File: src/rtl/alu_pkg.sv
// Shared opcode, type, state and flag definitions for the sequential ALU.
package alu_pkg;

  localparam int unsigned OP_W   = 4;
  localparam int unsigned TYPE_W = 2;

  localparam logic [OP_W-1:0] OP_ADD = 4'b0000;
  localparam logic [OP_W-1:0] OP_SUB = 4'b0001;
  localparam logic [OP_W-1:0] OP_MUL = 4'b0010;
  localparam logic [OP_W-1:0] OP_DIV = 4'b0011;
  localparam logic [OP_W-1:0] OP_AND = 4'b0100;
  localparam logic [OP_W-1:0] OP_OR  = 4'b0101;
  localparam logic [OP_W-1:0] OP_XOR = 4'b0110;
  localparam logic [OP_W-1:0] OP_NEG = 4'b0111;
  localparam logic [OP_W-1:0] OP_MOV = 4'b1000;

  localparam logic [TYPE_W-1:0] TYPE_DP = 2'b00;

  typedef enum logic [1:0] {
    ST_IDLE = 2'd0,
    ST_RUN  = 2'd1,
    ST_FIN  = 2'd2
  } state_t;

  typedef struct packed {
    logic negative;
    logic zero;
    logic carry;
    logic overflow;
    logic div_by_zero;
  } flags_t;

  // MUL and DIV are the only ops that go through the iterative datapath
  function automatic logic is_iterative(input logic [TYPE_W-1:0] tc,
                                        input logic [OP_W-1:0]   op);
    return (tc == TYPE_DP) && ((op == OP_MUL) || (op == OP_DIV));
  endfunction

endpackage

File: src/rtl/alu_seq_muldiv.sv
// Iterative unsigned magnitude datapath: shift-add multiply and restoring
// shift-subtract divide, one step per cycle, WIDTH steps per operation.
module alu_seq_muldiv #(
  parameter int unsigned WIDTH = 32
) (
  input  logic             clk,
  input  logic             rst_n,
  input  logic             load,
  input  logic             step,
  input  logic             div_mode,
  input  logic [WIDTH-1:0] mag_a,
  input  logic [WIDTH-1:0] mag_b,
  output logic [WIDTH-1:0] mag_result_c,
  output logic             last_c
);

  localparam int unsigned CNT_W = $clog2(WIDTH) + 1;

  logic [WIDTH-1:0] acc_q;
  logic [WIDTH-1:0] shf_q;
  logic [WIDTH-1:0] opnd_q;
  logic [CNT_W-1:0] cnt_q;
  logic             div_q;

  logic [WIDTH:0]   rem_shift;
  logic [WIDTH-1:0] trial;
  logic             fits;
  logic [WIDTH-1:0] addend;

  // acc holds product (MUL) or partial remainder (DIV); shf holds the
  // multiplier (MUL) or the dividend being replaced by quotient bits (DIV)
  always_comb begin
    rem_shift = {acc_q, shf_q[WIDTH-1]};
    fits      = rem_shift >= {1'b0, opnd_q};
    trial     = rem_shift[WIDTH-1:0] - opnd_q;
    addend    = shf_q[0] ? opnd_q : '0;
  end

  always_ff @(posedge clk) begin
    if (!rst_n) begin
      acc_q  <= '0;
      shf_q  <= '0;
      opnd_q <= '0;
      cnt_q  <= '0;
      div_q  <= 1'b0;
    end else if (load) begin
      acc_q  <= '0;
      shf_q  <= div_mode ? mag_a : mag_b;
      opnd_q <= div_mode ? mag_b : mag_a;
      cnt_q  <= '0;
      div_q  <= div_mode;
    end else if (step) begin
      cnt_q <= cnt_q + CNT_W'(1);
      if (div_q) begin
        acc_q <= fits ? trial : rem_shift[WIDTH-1:0];
        shf_q <= {shf_q[WIDTH-2:0], fits};
      end else begin
        acc_q  <= acc_q + addend;
        shf_q  <= shf_q >> 1;
        opnd_q <= opnd_q << 1;
      end
    end
  end

  assign mag_result_c = div_q ? shf_q : acc_q;
  assign last_c       = cnt_q == CNT_W'(WIDTH - 1);

endmodule

File: src/rtl/alu_seq.sv
// Multi-cycle ALU: single-cycle arithmetic/logic plus iterative MUL/DIV
// behind a start/busy/done handshake, with registered N/Z/C/V/div-by-zero flags.
module alu_seq
  import alu_pkg::*;
#(
  parameter int unsigned WIDTH = 32
) (
  input  logic              clk,
  input  logic              rst_n,
  input  logic              start,
  input  logic [TYPE_W-1:0] type_code,
  input  logic [OP_W-1:0]   op_code,
  input  logic [WIDTH-1:0]  a,
  input  logic [WIDTH-1:0]  b,
  output logic              busy,
  output logic              done,
  output logic [WIDTH-1:0]  result,
  output logic              negative,
  output logic              zero,
  output logic              carry,
  output logic              overflow,
  output logic              div_by_zero
);

  localparam logic [WIDTH-1:0] MIN_VAL = {1'b1, {(WIDTH-1){1'b0}}};

  state_t state_q, state_d;

  logic             load, step, wr;
  logic             last_c;
  logic [WIDTH-1:0] mag_a, mag_b, mag_res_c;
  logic             neg_q, div_q;

  logic             dp, is_div, b_zero, iter;
  logic [WIDTH:0]   sum, diff;
  logic [WIDTH-1:0] neg_a, neg_b;

  logic [WIDTH-1:0] sc_res;
  logic             sc_c, sc_v, sc_dbz;
  logic [WIDTH-1:0] fin_res;
  logic             fin_v;

  logic [WIDTH-1:0] res_d;
  flags_t           flg_d;

  logic [WIDTH-1:0] result_q;
  flags_t           flags_q;
  logic             busy_q, done_q;

  assign dp     = type_code == TYPE_DP;
  assign is_div = dp && (op_code == OP_DIV);
  assign b_zero = b == '0;
  // divide by zero short-circuits to a single-cycle completion
  assign iter   = is_iterative(type_code, op_code) && !(is_div && b_zero);

  assign sum   = {1'b0, a} + {1'b0, b};
  assign diff  = {1'b0, a} - {1'b0, b};
  assign neg_a = '0 - a;
  assign neg_b = '0 - b;
  assign mag_a = a[WIDTH-1] ? neg_a : a;
  assign mag_b = b[WIDTH-1] ? neg_b : b;

  alu_seq_muldiv #(.WIDTH(WIDTH)) u_muldiv (
    .clk          (clk),
    .rst_n        (rst_n),
    .load         (load),
    .step         (step),
    .div_mode     (is_div),
    .mag_a        (mag_a),
    .mag_b        (mag_b),
    .mag_result_c (mag_res_c),
    .last_c       (last_c)
  );

  // Single-cycle result and C/V/div-by-zero
  always_comb begin
    sc_res = '0;
    sc_c   = 1'b0;
    sc_v   = 1'b0;
    sc_dbz = 1'b0;
    if (!dp) begin
      sc_res = b;
    end else begin
      case (op_code)
        OP_ADD: begin
          sc_res = sum[WIDTH-1:0];
          sc_c   = sum[WIDTH];
          sc_v   = (a[WIDTH-1] == b[WIDTH-1]) && (sum[WIDTH-1] != a[WIDTH-1]);
        end
        OP_SUB: begin
          sc_res = diff[WIDTH-1:0];
          sc_c   = ~diff[WIDTH];
          sc_v   = (a[WIDTH-1] != b[WIDTH-1]) && (diff[WIDTH-1] != a[WIDTH-1]);
        end
        OP_DIV: begin
          sc_res = '1;
          sc_dbz = 1'b1;
        end
        OP_AND: sc_res = a & b;
        OP_OR:  sc_res = a | b;
        OP_XOR: sc_res = a ^ b;
        OP_NEG: begin
          sc_res = neg_a;
          sc_v   = a == MIN_VAL;
        end
        OP_MOV: sc_res = b;
        default: sc_res = '0;
      endcase
    end
  end

  // Sign correction of the magnitude result; only MIN/-1 yields a positive
  // quotient with the top bit set
  always_comb begin
    fin_res = neg_q ? ('0 - mag_res_c) : mag_res_c;
    fin_v   = div_q && !neg_q && mag_res_c[WIDTH-1];
  end

  always_comb begin
    state_d = state_q;
    load    = 1'b0;
    step    = 1'b0;
    wr      = 1'b0;
    res_d   = sc_res;
    flg_d   = '0;
    flg_d.carry       = sc_c;
    flg_d.overflow    = sc_v;
    flg_d.div_by_zero = sc_dbz;
    case (state_q)
      ST_IDLE: begin
        if (start) begin
          if (iter) begin
            load    = 1'b1;
            state_d = ST_RUN;
          end else begin
            wr = 1'b1;
          end
        end
      end
      ST_RUN: begin
        step = 1'b1;
        if (last_c) state_d = ST_FIN;
      end
      ST_FIN: begin
        wr                = 1'b1;
        state_d           = ST_IDLE;
        res_d             = fin_res;
        flg_d.carry       = 1'b0;
        flg_d.overflow    = fin_v;
        flg_d.div_by_zero = 1'b0;
      end
      default: state_d = ST_IDLE;
    endcase
    flg_d.negative = res_d[WIDTH-1];
    flg_d.zero     = res_d == '0;
  end

  always_ff @(posedge clk) begin
    if (!rst_n) state_q <= ST_IDLE;
    else        state_q <= state_d;
  end

  always_ff @(posedge clk) begin
    if (!rst_n) begin
      result_q <= '0;
      flags_q  <= '0;
      busy_q   <= 1'b0;
      done_q   <= 1'b0;
      neg_q    <= 1'b0;
      div_q    <= 1'b0;
    end else begin
      done_q <= wr;
      busy_q <= state_d != ST_IDLE;
      if (wr) begin
        result_q <= res_d;
        flags_q  <= flg_d;
      end
      if (load) begin
        neg_q <= a[WIDTH-1] ^ b[WIDTH-1];
        div_q <= is_div;
      end
    end
  end

  assign result      = result_q;
  assign busy        = busy_q;
  assign done        = done_q;
  assign negative    = flags_q.negative;
  assign zero        = flags_q.zero;
  assign carry       = flags_q.carry;
  assign overflow    = flags_q.overflow;
  assign div_by_zero = flags_q.div_by_zero;

endmodule

File: config.mk
export PLATFORM = sky130hd
export DESIGN_NAME = alu_seq
export DESIGN_NICKNAME = d
export VERILOG_FILES = /design/src/rtl/alu_pkg.sv /design/src/rtl/alu_seq_muldiv.sv /design/src/rtl/alu_seq.sv
export SDC_FILE = /design/constraint.sdc
export NUM_CORES = 1
export LEC_CHECK = 0
export BUFFER_PORTS_ARGS = -buffer_cell sky130_fd_sc_hd__buf_2
export CAP_MARGIN = 40
export CELL_PAD_IN_SITES_DETAIL_PLACEMENT = 1
export CELL_PAD_IN_SITES_GLOBAL_PLACEMENT = 2
export CORE_MARGIN = 2
export CORE_UTILIZATION = 36
export CTS_CLUSTER_DIAMETER = 40
export DETAILED_ROUTE_END_ITERATION = 12
export PLACE_DENSITY_LB_ADDON = 0.08
export SYNTH_ARGS = -nofsm -noshare
export SYNTH_HDL_FRONTEND = slang
export SYNTH_SLANG_ARGS = --single-unit
File: constraint.sdc
create_clock -name clk -period 6 [get_ports clk]
set_input_delay 0.9 -clock clk [delete_from_list [all_inputs] [get_ports clk]]
set_output_delay 0.9 -clock clk [all_outputs]
set_load 0.02 [all_outputs]
==> flow_metrics.tcl <==
set metrics [dict create \
    status "finished clean" \
    crit_fanout 11 \
    final.fill_count 7041 \
    syn_inst 2892 \
    rsz0062_at_grt "false" \
    p_sw_share_pct 42.0 \
    drv_cap 0 \
    cts-root-buf "clkbuf_16" \
    critPathRequiredTime_ns 6.40 \
    grt_first_pass_wirelength_um 151000 \
    worstPathArrival_ns 5.81 \
    netlist_area_um2 19900 \
    die_area_um2 57200 \
    crit_type "in -> reg" \
    p_leak_nw 8.86 \
    wl_met1_um 45800 \
    dp_hpwl_um 80500 \
    skew_ns 0.0149 \
    yosysTopAreaCell "dfxtp_1" \
    grt_max_degree 65 \
    viasPerCell 6.30 \
    dp.cells 3607 \
    clkSinkCount 144 \
    async_flop_share_pct 0 \
    cts_buffers 17 \
    fin_hold_ws_ns 0.455 \
    seq_area_frac_synth_pct 14.5 \
    finalNonFillerCells 3640 \
    cts_buffer_depth 2 \
    core_region_area_um2 54900 \
    fmax_ghz 0.185 \
    synth_cell_types 87 \
    fin_setup_tns_ns 0 \
    fin_crit_ns 5.41 \
    htree_levels 4 \
    met2_length_um 44100 \
    hp-class "reg -> reg" \
    clk_pin_slew_ns 0.07 \
    cts_hold_buf 0 \
    die_y_um 239 \
    syn-num-nets 3142 \
    setup_viol 0 \
    cts_setup_buffers 0 \
    drc 0 \
    pwr-share-clk_pct 32.7 \
    comb_power_share_pct 38.9 \
    synth_commonest_cells "nand2_1 (348), a21oi_1 (286), nor2_1 (241)" \
    ir_drop_uv 202 \
    p_int_w 0.00204 \
    ys_warn_count 0 \
    io_pins 112 \
    yosysMostFrequentCell "nand2_1" \
    drt_iter0_markers 1984 \
    grt-ovfl-total 0 \
    synth_top_area_share_pct 14.5 \
    worst_slack_ns 0.591 \
    num_rows 86 \
    start_util_pct 36.3 \
    post_drt_wl_per_cell_um 28.1 \
    syn_to_final_growth_pct 10.3 \
    numPortBuffers 111 \
    met3_length_um 6720 \
    crit_path_start_kind "input pin" \
    place_ws_ns 0.235 \
    worstSkewPairLatency_ns 0.49 \
    die_x_um 239 \
    layout-drive-gt1-share_pct 9.71 \
    grt_pass1_vias 22700 \
    first_pass_iters 6 \
    slew_headroom_pct 38.2 \
    finalNetCount 3173 \
    synthTopCellsByArea "dfxtp_1 (14%), ha_1 (11%), a21oi_1 (7.2%), xnor2_1 (6.6%), nand2_1 (6.6%)" \
    antenna_found_initial 1 \
    power.density_nw_per_um2 160 \
    hold_viol_final 0 \
    yosys_register_bits 144 \
    maxUsedRoutingLayer "met4" \
    drv_slew 0 \
    grt_use_total_pct 35.4 \
    cts_tree "yes" \
    synth_area_per_cell_um2 6.88 \
    power.switching_w 0.00147 \
    synth_edf_count 0 \
    drt.antenna.violating_nets 0 \
    drt_wl_total_um 102000 \
    cts_resized 0 \
    vias 22900 \
    gp_congestion 1.01 \
    seqPwrFrac_pct 28.5 \
    tightest_slew_ns 0.916 \
    min_period_over_period_pct 90.1 \
    synth_ff_type "dfxtp_1" \
    cp-end-kind "flop" \
]
-- power by group through the flow --
stage               combinational [W]  clock, W  sequential [W]
CTS                           0.00133   0.00117         0.00100
finish                        0.00136   0.00115         0.00100
floorplan                    0.000799         0         0.00103
global route                  0.00145   0.00120         0.00100
detailed placement            0.00132         0         0.00102
global placement              0.00131         0         0.00102
-- sequential cells by signal (all words and copies together) (netlist names) --
| signal | count |
|---|---|
| u_muldiv.cnt_q | 6 |
| zero | 1 |
| busy | 1 |
| div_by_zero | 1 |
| overflow | 1 |
| done | 1 |
| state_q | 2 |
| u_muldiv.div_q | 1 |
| u_muldiv.acc_q | 32 |
| neg_q | 1 |
| u_muldiv.shf_q | 32 |
| result | 32 |
| carry | 1 |
| u_muldiv.opnd_q | 32 |
-- worst paths after layout --
check	startpoint	end	slack (ns)	cells past startpoint
max	a[6]	zero	0.59	15
min	result[7]	result[7]	0.46	2
max reg2reg	u_muldiv.div_q	zero	1.04	14
min reg2reg	result[7]	result[7]	0.46	2
-- final cells by class --
| type | instances | area [um^2] | area share, % |
|---|---|---|---|
| Multi-Input combinational cell | 2413 | 15800 | 71.9 |
| Sequential cell | 144 | 2890 | 13.1 |
| Timing Repair Buffer | 197 | 1250 | 5.71 |
| Tap cell | 704 | 881 | 4.01 |
| Inverter | 150 | 564 | 2.57 |
| Clock buffer | 18 | 439 | 2.00 |
| Clock inverter | 13 | 149 | 0.678 |
| Antenna cell | 1 | 2.50 | 0.0114 |
-- layout by cell type, fill, tap and decap left out, types with 9 or more instances in the layout --
master / n
nor2b_1: 25
a31oi_1: 22
nor4_1: 30
a211oi_1: 55
o21bai_1: 16
or3_1: 30
nand3_1: 75
o31ai_1: 31
o221ai_1: 12
and3_1: 21
mux2_2: 11
o211ai_1: 74
inv_1: 149
xnor2_1: 151
o41ai_1: 14
nor3_1: 75
a211o_1: 11
or2_2: 13
dfxtp_1: 143
clkbuf_16: 17
a221oi_1: 25
a21oi_1: 286
o31a_1: 9
nand2_1: 346
o22ai_1: 18
nor2_1: 239
buf_4: 80
nand2b_1: 35
a21o_1: 45
ha_1: 173
a311oi_1: 16
or4_1: 10
mux2i_1: 72
a22oi_1: 21
nand4_1: 39
and2_1: 36
o21ai_0: 177
buf_2: 112
xor2_1: 42
o21a_1: 14
-- worst max-delay path, cell delays in order --
cell       delay (ns)
buf_2            0.21
inv_1            0.10
ha_1             0.52
nor2b_1          0.13
or3_1            0.32
o31ai_1          0.55
a21oi_1          0.20
and3_1           0.21
a2111oi_0        0.63
o221ai_1         0.30
or4_1            0.56
nand4bb_1        0.24
nor4_1           0.51
nand4_1          0.14
o31ai_1          0.26
-- cell families (layout without fill, tap and decap cells) --
group | after synthesis | count (layout) | synth area share [%]
AO/OA/AOI/OAI | 939 | 939 | 30.8
flip-flops | 144 | 144 | 14.5
other | 0 | 1 | 0
XOR/XNOR | 193 | 193 | 8.49
buffers and inverters | 335 | 378 | 6.43
adder cells (fa/ha/maj) | 177 | 177 | 11.3
multiplexers | 83 | 83 | 4.24
AND/OR/NAND/NOR | 1021 | 1021 | 24.3
-- layer usage --
metal / GRT usage, % / vias up
li1: - / 10600
met1: 47.1 / 11300
met2: 54.7 / 806
met3: 6.20 / 216
met4: 18.4 / 0
met5: 0 / -
-- metrics by stage --
stage	utilization [%]	total power [W]	instance area [um^2]
CTS	40.0	0.00350	21900
global route	40.0	0.00365	22000
global placement	38.8	0.00233	21300
floorplan	-	0.00183	19900
detailed placement	38.9	0.00234	21400
finish	40.0	0.00351	22000
Note: power is estimated with default switching activity, not from simulation.
